<file path="src/rtl/tpu_ctrl_pkg.sv">
// Shared types and constants for the TPU multiply controller:
// FSM state encoding, host address regions and multiply length.
package tpu_ctrl_pkg;

    typedef enum logic [1:0] {
        IDLE     = 2'd0,
        ACCESS   = 2'd1,
        MULTIPLY = 2'd2,
        DONE     = 2'd3
    } state_t;

    // Host address regions, selected by req_addr[15:8]
    localparam logic [7:0] REG_A     = 8'h01;
    localparam logic [7:0] REG_B     = 8'h02;
    localparam logic [7:0] REG_C     = 8'h03;
    localparam logic [7:0] REG_START = 8'h04;

    // Cycles needed to stream A/B through a DIM x DIM systolic array
    function automatic int mul_cycles(input int dim);
        return 3 * dim - 2;
    endfunction

endpackage

</file>
<file path="src/rtl/tpu_addr_decode.sv">
// Combinational host address decoder: maps a request address and
// direction to a region, a row select, the C half select, a START
// flag and an error flag for unmapped or illegal accesses.
module tpu_addr_decode
    import tpu_ctrl_pkg::*;
#(
    parameter int DIM   = 8,
    parameter int ADDRW = 16,
    parameter int ROWW  = 3
) (
    input  logic             we_i,
    input  logic [ADDRW-1:0] addr_i,
    output logic [7:0]       region_o,
    output logic [ROWW-1:0]  row_o,
    output logic             c_half_o,
    output logic             start_o,
    output logic             err_o
);

    // A rows are 8 bytes wide, C rows are 16 bytes (two 64-bit halves)
    localparam logic [8:0] A_LIM = 9'(DIM * 8);
    localparam logic [8:0] C_LIM = 9'(DIM * 16);

    logic [7:0] off;

    // Region lookup and per-region row/error extraction
    always_comb begin
        region_o = addr_i[15:8];
        off      = addr_i[7:0];
        row_o    = '0;
        c_half_o = 1'b0;
        start_o  = 1'b0;
        err_o    = 1'b0;
        case (region_o)
            REG_A: begin
                row_o = addr_i[3 +: ROWW];
                err_o = ({1'b0, off} >= A_LIM);
            end
            REG_B: begin
                err_o = !we_i;
            end
            REG_C: begin
                row_o    = addr_i[4 +: ROWW];
                c_half_o = addr_i[3];
                err_o    = ({1'b0, off} >= C_LIM);
            end
            REG_START: begin
                err_o   = !we_i;
                start_o = we_i;
            end
            default: begin
                err_o = 1'b1;
            end
        endcase
    end

endmodule

</file>
<file path="src/rtl/tpu_mult_ctrl.sv">
// TPU datapath controller: decodes single-word host requests into
// memA/memB/array strobes and sequences a fixed-length matrix multiply
// while holding off host traffic.
// Optional build macro TPU_CTRL_PERF_EN adds a saturating count of
// completed multiplies on perf_mult_cnt; without it the port is 0.
module tpu_mult_ctrl
    import tpu_ctrl_pkg::*;
#(
    parameter  int DIM   = 8,
    parameter  int ADDRW = 16,
    localparam int ROWW  = (DIM > 1) ? $clog2(DIM) : 1
) (
    input  logic             clk,
    input  logic             rst,
    input  logic             req_valid,
    input  logic             req_we,
    input  logic [ADDRW-1:0] req_addr,
    output logic             req_ready,
    output logic             rd_valid,
    output logic             err,
    output logic             a_en,
    output logic             a_wr_en,
    output logic [ROWW-1:0]  a_row,
    output logic             b_en,
    output logic             sa_en,
    output logic             sa_wr_en,
    output logic [ROWW-1:0]  sa_row,
    output logic             c_half,
    output logic             busy,
    output logic             done,
    output logic [15:0]      perf_mult_cnt
);

    localparam int MUL_CYCLES = mul_cycles(DIM);
    localparam int CNTW       = ($clog2(MUL_CYCLES) > 5) ? $clog2(MUL_CYCLES) : 5;
    localparam logic [CNTW-1:0] CNT_LAST = CNTW'(MUL_CYCLES - 1);

    state_t          state_q, state_d;
    logic [CNTW-1:0] cnt_q, cnt_d;
    logic            err_q, err_d;

    // Request fields captured at acceptance; strobes only look at these
    logic            we_q;
    logic [7:0]      region_q;
    logic [ROWW-1:0] row_q;
    logic            c_half_q;

    logic [7:0]      dec_region;
    logic [ROWW-1:0] dec_row;
    logic            dec_c_half;
    logic            dec_start;
    logic            dec_err;
    logic            accept;

    tpu_addr_decode #(
        .DIM   (DIM),
        .ADDRW (ADDRW),
        .ROWW  (ROWW)
    ) u_dec (
        .we_i     (req_we),
        .addr_i   (req_addr),
        .region_o (dec_region),
        .row_o    (dec_row),
        .c_half_o (dec_c_half),
        .start_o  (dec_start),
        .err_o    (dec_err)
    );

    assign accept = req_valid && req_ready;

    // Control state: FSM state, multiply counter and error pulse
    always_ff @(posedge clk) begin
        if (rst) begin
            state_q <= IDLE;
            cnt_q   <= '0;
            err_q   <= 1'b0;
        end else begin
            state_q <= state_d;
            cnt_q   <= cnt_d;
            err_q   <= err_d;
        end
    end

    // Capture the decoded request for use during the ACCESS cycle
    always_ff @(posedge clk) begin
        if (accept) begin
            we_q     <= req_we;
            region_q <= dec_region;
            row_q    <= dec_row;
            c_half_q <= dec_c_half;
        end
    end

    // Next-state logic; bad requests are swallowed in IDLE with an err pulse
    always_comb begin
        state_d = state_q;
        cnt_d   = cnt_q;
        err_d   = 1'b0;
        case (state_q)
            IDLE: begin
                if (accept) begin
                    if (dec_err) begin
                        err_d = 1'b1;
                    end else if (dec_start) begin
                        state_d = MULTIPLY;
                        cnt_d   = '0;
                    end else begin
                        state_d = ACCESS;
                    end
                end
            end
            ACCESS: begin
                state_d = IDLE;
            end
            MULTIPLY: begin
                if (cnt_q == CNT_LAST) begin
                    state_d = DONE;
                end else begin
                    cnt_d = cnt_q + 1'b1;
                end
            end
            DONE: begin
                state_d = IDLE;
            end
            default: begin
                state_d = IDLE;
            end
        endcase
    end

    // Output decode from registered state and captured request only
    always_comb begin
        req_ready = (state_q == IDLE);
        err       = err_q;
        rd_valid  = 1'b0;
        a_en      = 1'b0;
        a_wr_en   = 1'b0;
        a_row     = '0;
        b_en      = 1'b0;
        sa_en     = 1'b0;
        sa_wr_en  = 1'b0;
        sa_row    = '0;
        c_half    = 1'b0;
        busy      = 1'b0;
        done      = 1'b0;
        case (state_q)
            ACCESS: begin
                case (region_q)
                    REG_A: begin
                        a_en     = 1'b1;
                        a_wr_en  = we_q;
                        a_row    = row_q;
                        rd_valid = !we_q;
                    end
                    REG_B: begin
                        b_en = we_q;
                    end
                    REG_C: begin
                        sa_wr_en = we_q;
                        sa_row   = row_q;
                        c_half   = c_half_q;
                        rd_valid = !we_q;
                    end
                    default: begin
                    end
                endcase
            end
            MULTIPLY: begin
                busy  = 1'b1;
                a_en  = 1'b1;
                b_en  = 1'b1;
                sa_en = 1'b1;
            end
            DONE: begin
                done = 1'b1;
            end
            default: begin
            end
        endcase
    end

`ifdef TPU_CTRL_PERF_EN
    logic [15:0] perf_q;

    // Saturating count of completed multiplies
    always_ff @(posedge clk) begin
        if (rst) begin
            perf_q <= '0;
        end else if (done && (perf_q != 16'hFFFF)) begin
            perf_q <= perf_q + 16'd1;
        end
    end

    assign perf_mult_cnt = perf_q;
`else
    assign perf_mult_cnt = '0;
`endif

endmodule

</file>
<file path="config.mk">
export PLATFORM = sky130hd
export DESIGN_NAME = tpu_mult_ctrl
export DESIGN_NICKNAME = d
export VERILOG_FILES = /design/src/rtl/tpu_ctrl_pkg.sv /design/src/rtl/tpu_addr_decode.sv /design/src/rtl/tpu_mult_ctrl.sv
export SDC_FILE = /design/constraint.sdc
export NUM_CORES = 1
export LEC_CHECK = 0
export CORE_ASPECT_RATIO = 1.25
export CORE_UTILIZATION = 39
export CTS_CLUSTER_DIAMETER = 80
export DETAILED_ROUTE_END_ITERATION = 16
export PLACE_DENSITY_LB_ADDON = 0.25
export SLEW_MARGIN = 20
export SYNTH_ARGS = -nofsm -noshare
export SYNTH_HDL_FRONTEND = slang
export SYNTH_SLANG_ARGS = --single-unit
</file>
<file path="constraint.sdc">
create_clock -name clk -period 1.8 [get_ports clk]
set_input_delay 0.36 -clock clk [delete_from_list [all_inputs] [get_ports clk]]
set_output_delay 0.36 -clock clk [all_outputs]
set_load 0.005 [all_outputs]
</file>
== Yosys cells after proc, flatten, opt, wreduce, memory -nomap -nowiden ==
Cells that the tools add are included.

* Add/sub/neg operators: 1
* Reduce and logical (&&, ||, !) cells: 11
* Bitwise gates (word level): 2
* $lt $le $gt $ge: 2
* Muxes and demuxes: 32
* Equal/unequal tests: 16

{| class="wikitable"
|+ Operators by type and width
! cell !! number
|-
| 8-bit by 2-bit equality test with 1-bit output (second input constant) || 4
|-
| 5-bit two-way mux || 4
|-
| 8-bit by 1-bit equality test with 1-bit output (second input constant) || 2
|-
| 1-bit two-way mux || 14
|-
| 3-bit two-way mux || 4
|-
| 5-bit case mux with 2 select lines || 1
|-
| 8-bit by 3-bit equality test with 1-bit output (second input constant) || 1
|-
| 8-bit by 7-bit greater-or-equal comparator with 1-bit output (second input constant) || 1
|-
| 8-bit greater-or-equal comparator (second input constant) || 1
|-
| 2-bit two-way mux || 4
|-
| 2-bit != test (second input constant) || 3
|-
| 2-bit case mux with 3 select lines || 1
|-
| 3-bit case mux with 2 select lines || 1
|-
| 2-bit OR reduction || 3
|-
| 5-bit by 1-bit adder with 5-bit output (second input constant) || 1
|-
| 5-bit equality test (second input constant) || 1
|-
| 5-bit AND reduction || 1
|-
| 2-bit equality test (second input constant) || 2
|-
| 2-bit by 1-bit != test with 1-bit output (second input constant) || 2
|-
| 1-bit case mux with 2 select lines || 2
|-
| 1-bit case mux with 3 select lines || 1
|-
| 3-bit AND reduction || 1
|-
| 3-bit OR reduction || 1
|-
| 2-bit by 1-bit equality test with 1-bit output (second input constant) || 1
|-
| other kinds (5) || 7
|}

* Input port bits: 20
* Register bits: 21
* Word-level logic and storage cells: 71
* Output and inout bits: 33

== Longest topological paths before layout ==
* Word-level depth: 6
* Gate-level depth with buffers: 7
* Gate-level depth less buffers: 7

== Hierarchy ==
Synthesis repeated with hierarchy kept, for this count alone.

* Cells, all modules: 136
* Area, all modules: 1411.4 um2

{| class="wikitable"
|+ Modules (own cells, without submodules)
! module !! seq. area each (um2) !! area an instance (um2) !! instances !! cells each
|-
| tpu_mult_ctrl || 550.5 || 1204.9 || 1 || 108
|-
| tpu_addr_decode || 0.0 || 206.4 || 1 || 28
|}

== Worst setup path before layout ==
OpenSTA, ideal clock, no wires.

* Path type: register to register
* Start point: register state_q[0]
* End point: register cnt_q[3]
* Arrival: 1.929 ns
* Clock period less this slack: 1.999 ns
* Required time: 1.730 ns
* Stages on the path, launching flop included: 8
* Setup slack: -0.199 ns
* Buffers on the path: 0
* Setup time: 0.070 ns
* Path through: dfxtp_1 inv_1 ha_1 and2_1 a41o_2 nand2_1 or3_1 a21oi_1

* Cells in the longest elaborated chain, start to end: 4
* Elaborated cells on any way between the ends: 10
* Classes of those cells: eq/ne (5); mux (1); reduce/logical (4)

{| class="wikitable"
|+ Ends and longest elaborated chain
! item !! line !! RTL
|-
| from (decl) || tpu_mult_ctrl.sv:38 || <nowiki>state_t state_q, state_d;</nowiki>
|-
| from (signal assigned) || tpu_mult_ctrl.sv:78 || <nowiki>state_q <= state_d;</nowiki>
|-
| 2-bit logical NOT || tpu_mult_ctrl.sv:133 || <nowiki>req_ready = (state_q == IDLE);</nowiki>
|-
| named net req_ready || tpu_mult_ctrl.sv:18 || <nowiki>output logic req_ready,</nowiki>
|-
| 1-bit logical AND || tpu_mult_ctrl.sv:69 || <nowiki>assign accept = req_valid && req_ready;</nowiki>
|-
| named net accept || tpu_mult_ctrl.sv:53 || <nowiki>logic accept;</nowiki>
|-
| 2-bit by 1-bit != test with 1-bit output (no source line) || n/a ||
|-
| 5-bit AND reduction (no source line) || n/a ||
|-
| to (signal assigned) || tpu_mult_ctrl.sv:79 || <nowiki>cnt_q <= cnt_d;</nowiki>
|-
| to (decl) || tpu_mult_ctrl.sv:39 || <nowiki>logic [CNTW-1:0] cnt_q, cnt_d;</nowiki>
|}

The timed path passes the listed nets, and every way through them passes these cells.
A chain may end at the register's enable or synchronous reset.

== Worst setup path in the final report ==
* Start point: register state_q[1]
* End point: output port sa_row[0]

* Cells in the longest elaborated chain, start to end: 2

{| class="wikitable"
|+ Ends and longest elaborated chain
! item !! line !! RTL
|-
| 2-bit by 1-bit equality test with 1-bit output || tpu_mult_ctrl.sv:146 || <nowiki>case (state_q)</nowiki>
|-
| 3-bit two-way mux || tpu_mult_ctrl.sv:146 ||
|-
| to (decl) || tpu_mult_ctrl.sv:27 || <nowiki>output logic [ROWW-1:0] sa_row,</nowiki>
|}

Every way passes these cells.

==> run metrics <==
worst hold path endpoint=cnt_q[3]; Worst Path Arrival=1.99 ns; Min-Delay Path Depth=2; Clock Tree Root=clkbuf_8; Net Sw Frac=between 20 and 25%; power per cell area=475 nW/um^2; antenna violations before repair=0; total wirelength of the detailed-routed design=3330 um; post-route clock period utilization=131%; number of top-level pins=53; top-area cell type share of the netlist area=between 20% and 30%; number of iterations in the first detailed-routing pass=4; non-filler instance count after layout=243; maximum number of pins on one net before global-route repair=15; total cell area at the placement stage=1770 sq um; CTS tree=yes; fin nets=approximately 230; required time worst endpoint=1.44 ns; register-to-register setup slack=-0.01 ns; count of final hold-check violations=0; maximum clock frequency=between 0.4 and 0.5 GHz; total number of H-tree levels=1; antenna-violating nets left=0; accumulated negative setup slack=-5.92 ns; routability-driven placement congestion ratio=approximately 0.77; Total Routing Usage GR=~18%; worst reg2reg path endpoint=cnt_q[4]; async set-or-reset flop fraction in the synthesized netlist=0%; sequential fraction of design power=55.7%; cell type with the highest aggregate area in the netlist=edfxtp_1; Synth Register Bits=21; commonest cells after routing, fill and taps aside=buf_4 (23), conb_1 (16), clkdlybuf4s50_1 (14); CP endpoint kind=output port; Clock transition at path regs=0.08 ns; Setup Crit Path Kind=reg2out; worst supply voltage drop on vdd=0.456 mV; standard cell core area=roughly 3200 sq um; Die Height=66.8 um; Fillers=263; wire per inst=13.7 um; worst reg2reg startpoint=state_q[0]; number of max-cap violations=0; summed instance area of the synthesized netlist=1310 sq um; detailed-route vias per instance=4.88; P&R area growth vs syn=55.5%; internal cell power=0.748 mW; R2R cell count=12; count of antenna diodes in the layout=0; net switching power figure=0.218 mW; post-layout minimum cycle time=approximately 2.4 ns; Seq/Total Area, Yosys=42.1%; post-route clock skew=0.00233 ns; total die area=3590 sq um; failing checks=negative setup slack; number of input and output port buffers inserted=33; EDFF count, synth=13; num rows=23; Hold Startpoint=cnt_q[3]; total overflow reported by the global router=0; cell types occupying the most area after synthesis=edfxtp_1 (30%), dfxtp_1 (12%), buf_4 (9.8%), ha_1 (6.7%), nor2_1 (4.6%); Final Max Tran Viols=0; ys flop type=edfxtp_1; initial core utilization=41.0%; static power due to leakage=0.871 nW; relative contribution of the clock network to total power=31.9%; number of global-route vias before repair=about 1100; worst-case clock buffer depth=2; Syn Inst Count=between 100 and 150; hold crit path type=reg2reg; unrepaired setup endpoints after global routing=yes; total via count in the routed design=between 1000 and 1500; Design Area, Final=2040 sq um; wire length of the first global-routing pass=4730 um; clock insertion delay at the later pin of the skew report=0.26 ns; count of endpoints failing setup in the final report=16; worst path setup slack after routing=-0.552 ns; syn_area_per_cell=9.28 sq um; leading cell type in the layout, fill and taps excluded=buf_4; worst slack at placement=-0.654 ns; DR DRC count=0; number of buffers inserted during clock tree synthesis=3; fraction of final layout cells sized beyond drive strength 1=41.3%; total clock sinks=21; total placed cells including tap cells=229; hold_ws=approximately 0.5 ns; Synth warnings=0; CP Max Fanout=4; result of the run=complete, but fails checks; Starting DRT DRC Count=19; Setup crit start kind=flop; Horiz. Die Dim=53.8 um; number of distinct library cells after synthesis=39; Logic pwr share=12.4%; post-detail-place hpwl=2380 um
[cell families after synthesis]
kind of cell	after synthesis	share of synthesized area, %
AOI/OAI and AO/OA	22	10.8
and+or+nand+nor	58	24.1
other	1	0.287
muxes	3	2.29
DFF	21	42.1
adders and majority gates	7	6.69
buffers and inverters	29	13.8
[state kept, by name, indices dropped and copies added, names as in the netlist]
register / cells
c_half_q: 1
cnt_q: 5
row_q: 3
err: 1
state_q: 2
region_q: 8
we_q: 1
[repair_timing]
action / 4_1_cts / 5_1_grt
hold buffers: 0 / 0
gates resized for setup: 74 / 36
endpoints found under the hold margin: 0 / 0
setup buffers: 4 / 6
setup endpoints to repair: 21 / 19
pin swaps: 18 / 10
[layer usage]
metal  track usage [%]  share of wire, %  vias to the layer above
met4              8.22              0.42                        0
met3              3.42               5.6                        2
met5                 0                 0                        -
met2              32.9                56                       27
li1                  -                 -                      590
met1              19.3                38                      566
[worst max-delay path: stages, from the launching register on]
cell	delay (ns)
dfxtp_2	0.33
inv_2	0.07
ha_4	0.12
or4b_4	0.46
nor4_4	0.19
buf_4	0.17
buf_6	0.09
nand3_4	0.09
nor2_2	0.10
buf_2	0.12
[cell usage after synthesis, types with 2 or more instances]
library cell  number
dfxtp_1            8
ha_1               7
nand2b_1           2
o21ai_0            5
a21boi_0           2
nor3_1             3
nand2_1           12
mux2i_1            3
a21oi_1            6
and2_1             2
nand3_1            3
or3_1              6
edfxtp_1          13
nor2b_1            4
nor2_1            16
buf_4             17
inv_1              9
nor3b_1            2
[power by group through the flow]
| stage | clock [mW] | sequential (mW) | combinational, mW |
|---|---|---|---|
| after floorplan | 0 | 0.545 | 0.0672 |
| after global placement | 0 | 0.546 | 0.111 |
| after detailed placement | 0 | 0.547 | 0.114 |
| after CTS | 0.312 | 0.539 | 0.114 |
| after global routing | 0.332 | 0.540 | 0.130 |
| final | 0.308 | 0.539 | 0.119 |
[worst max-delay path by stage]
stage | startpoint | end | slack (ns) | cells after the start
final | state_q[1] | sa_row[0] | -0.55 | 9
after global routing | state_q[1] | a_row[0] | -0.65 | 8
after CTS | state_q[1] | sa_row[1] | -0.67 | 9
after detailed placement | state_q[1] | sa_row[0] | -0.65 | 8
after global placement | state_q[1] | a_row[2] | -0.58 | 8
after floorplan | state_q[1] | a_wr_en | -0.13 | 7
[cell type report]
cell class	instances	area, sq um	area share (%)
Multi-Input combinational cell	106	796	39.1
Inverter	9	41.3	2.03
Clock buffer	4	45.0	2.21
Sequential cell	21	556	27.3
Timing Repair Buffer	66	552	27.1
Tap cell	37	46.3	2.27
[stage by stage]
stage / util, % / total power, mW
after floorplan: - / 0.612
after global placement: 55.4 / 0.657
after detailed placement: 55.4 / 0.661
after CTS: 58.2 / 0.965
after global routing: 63.7 / 1.00
final: 63.7 / 0.966
Power figures use the tool's default switching activity.
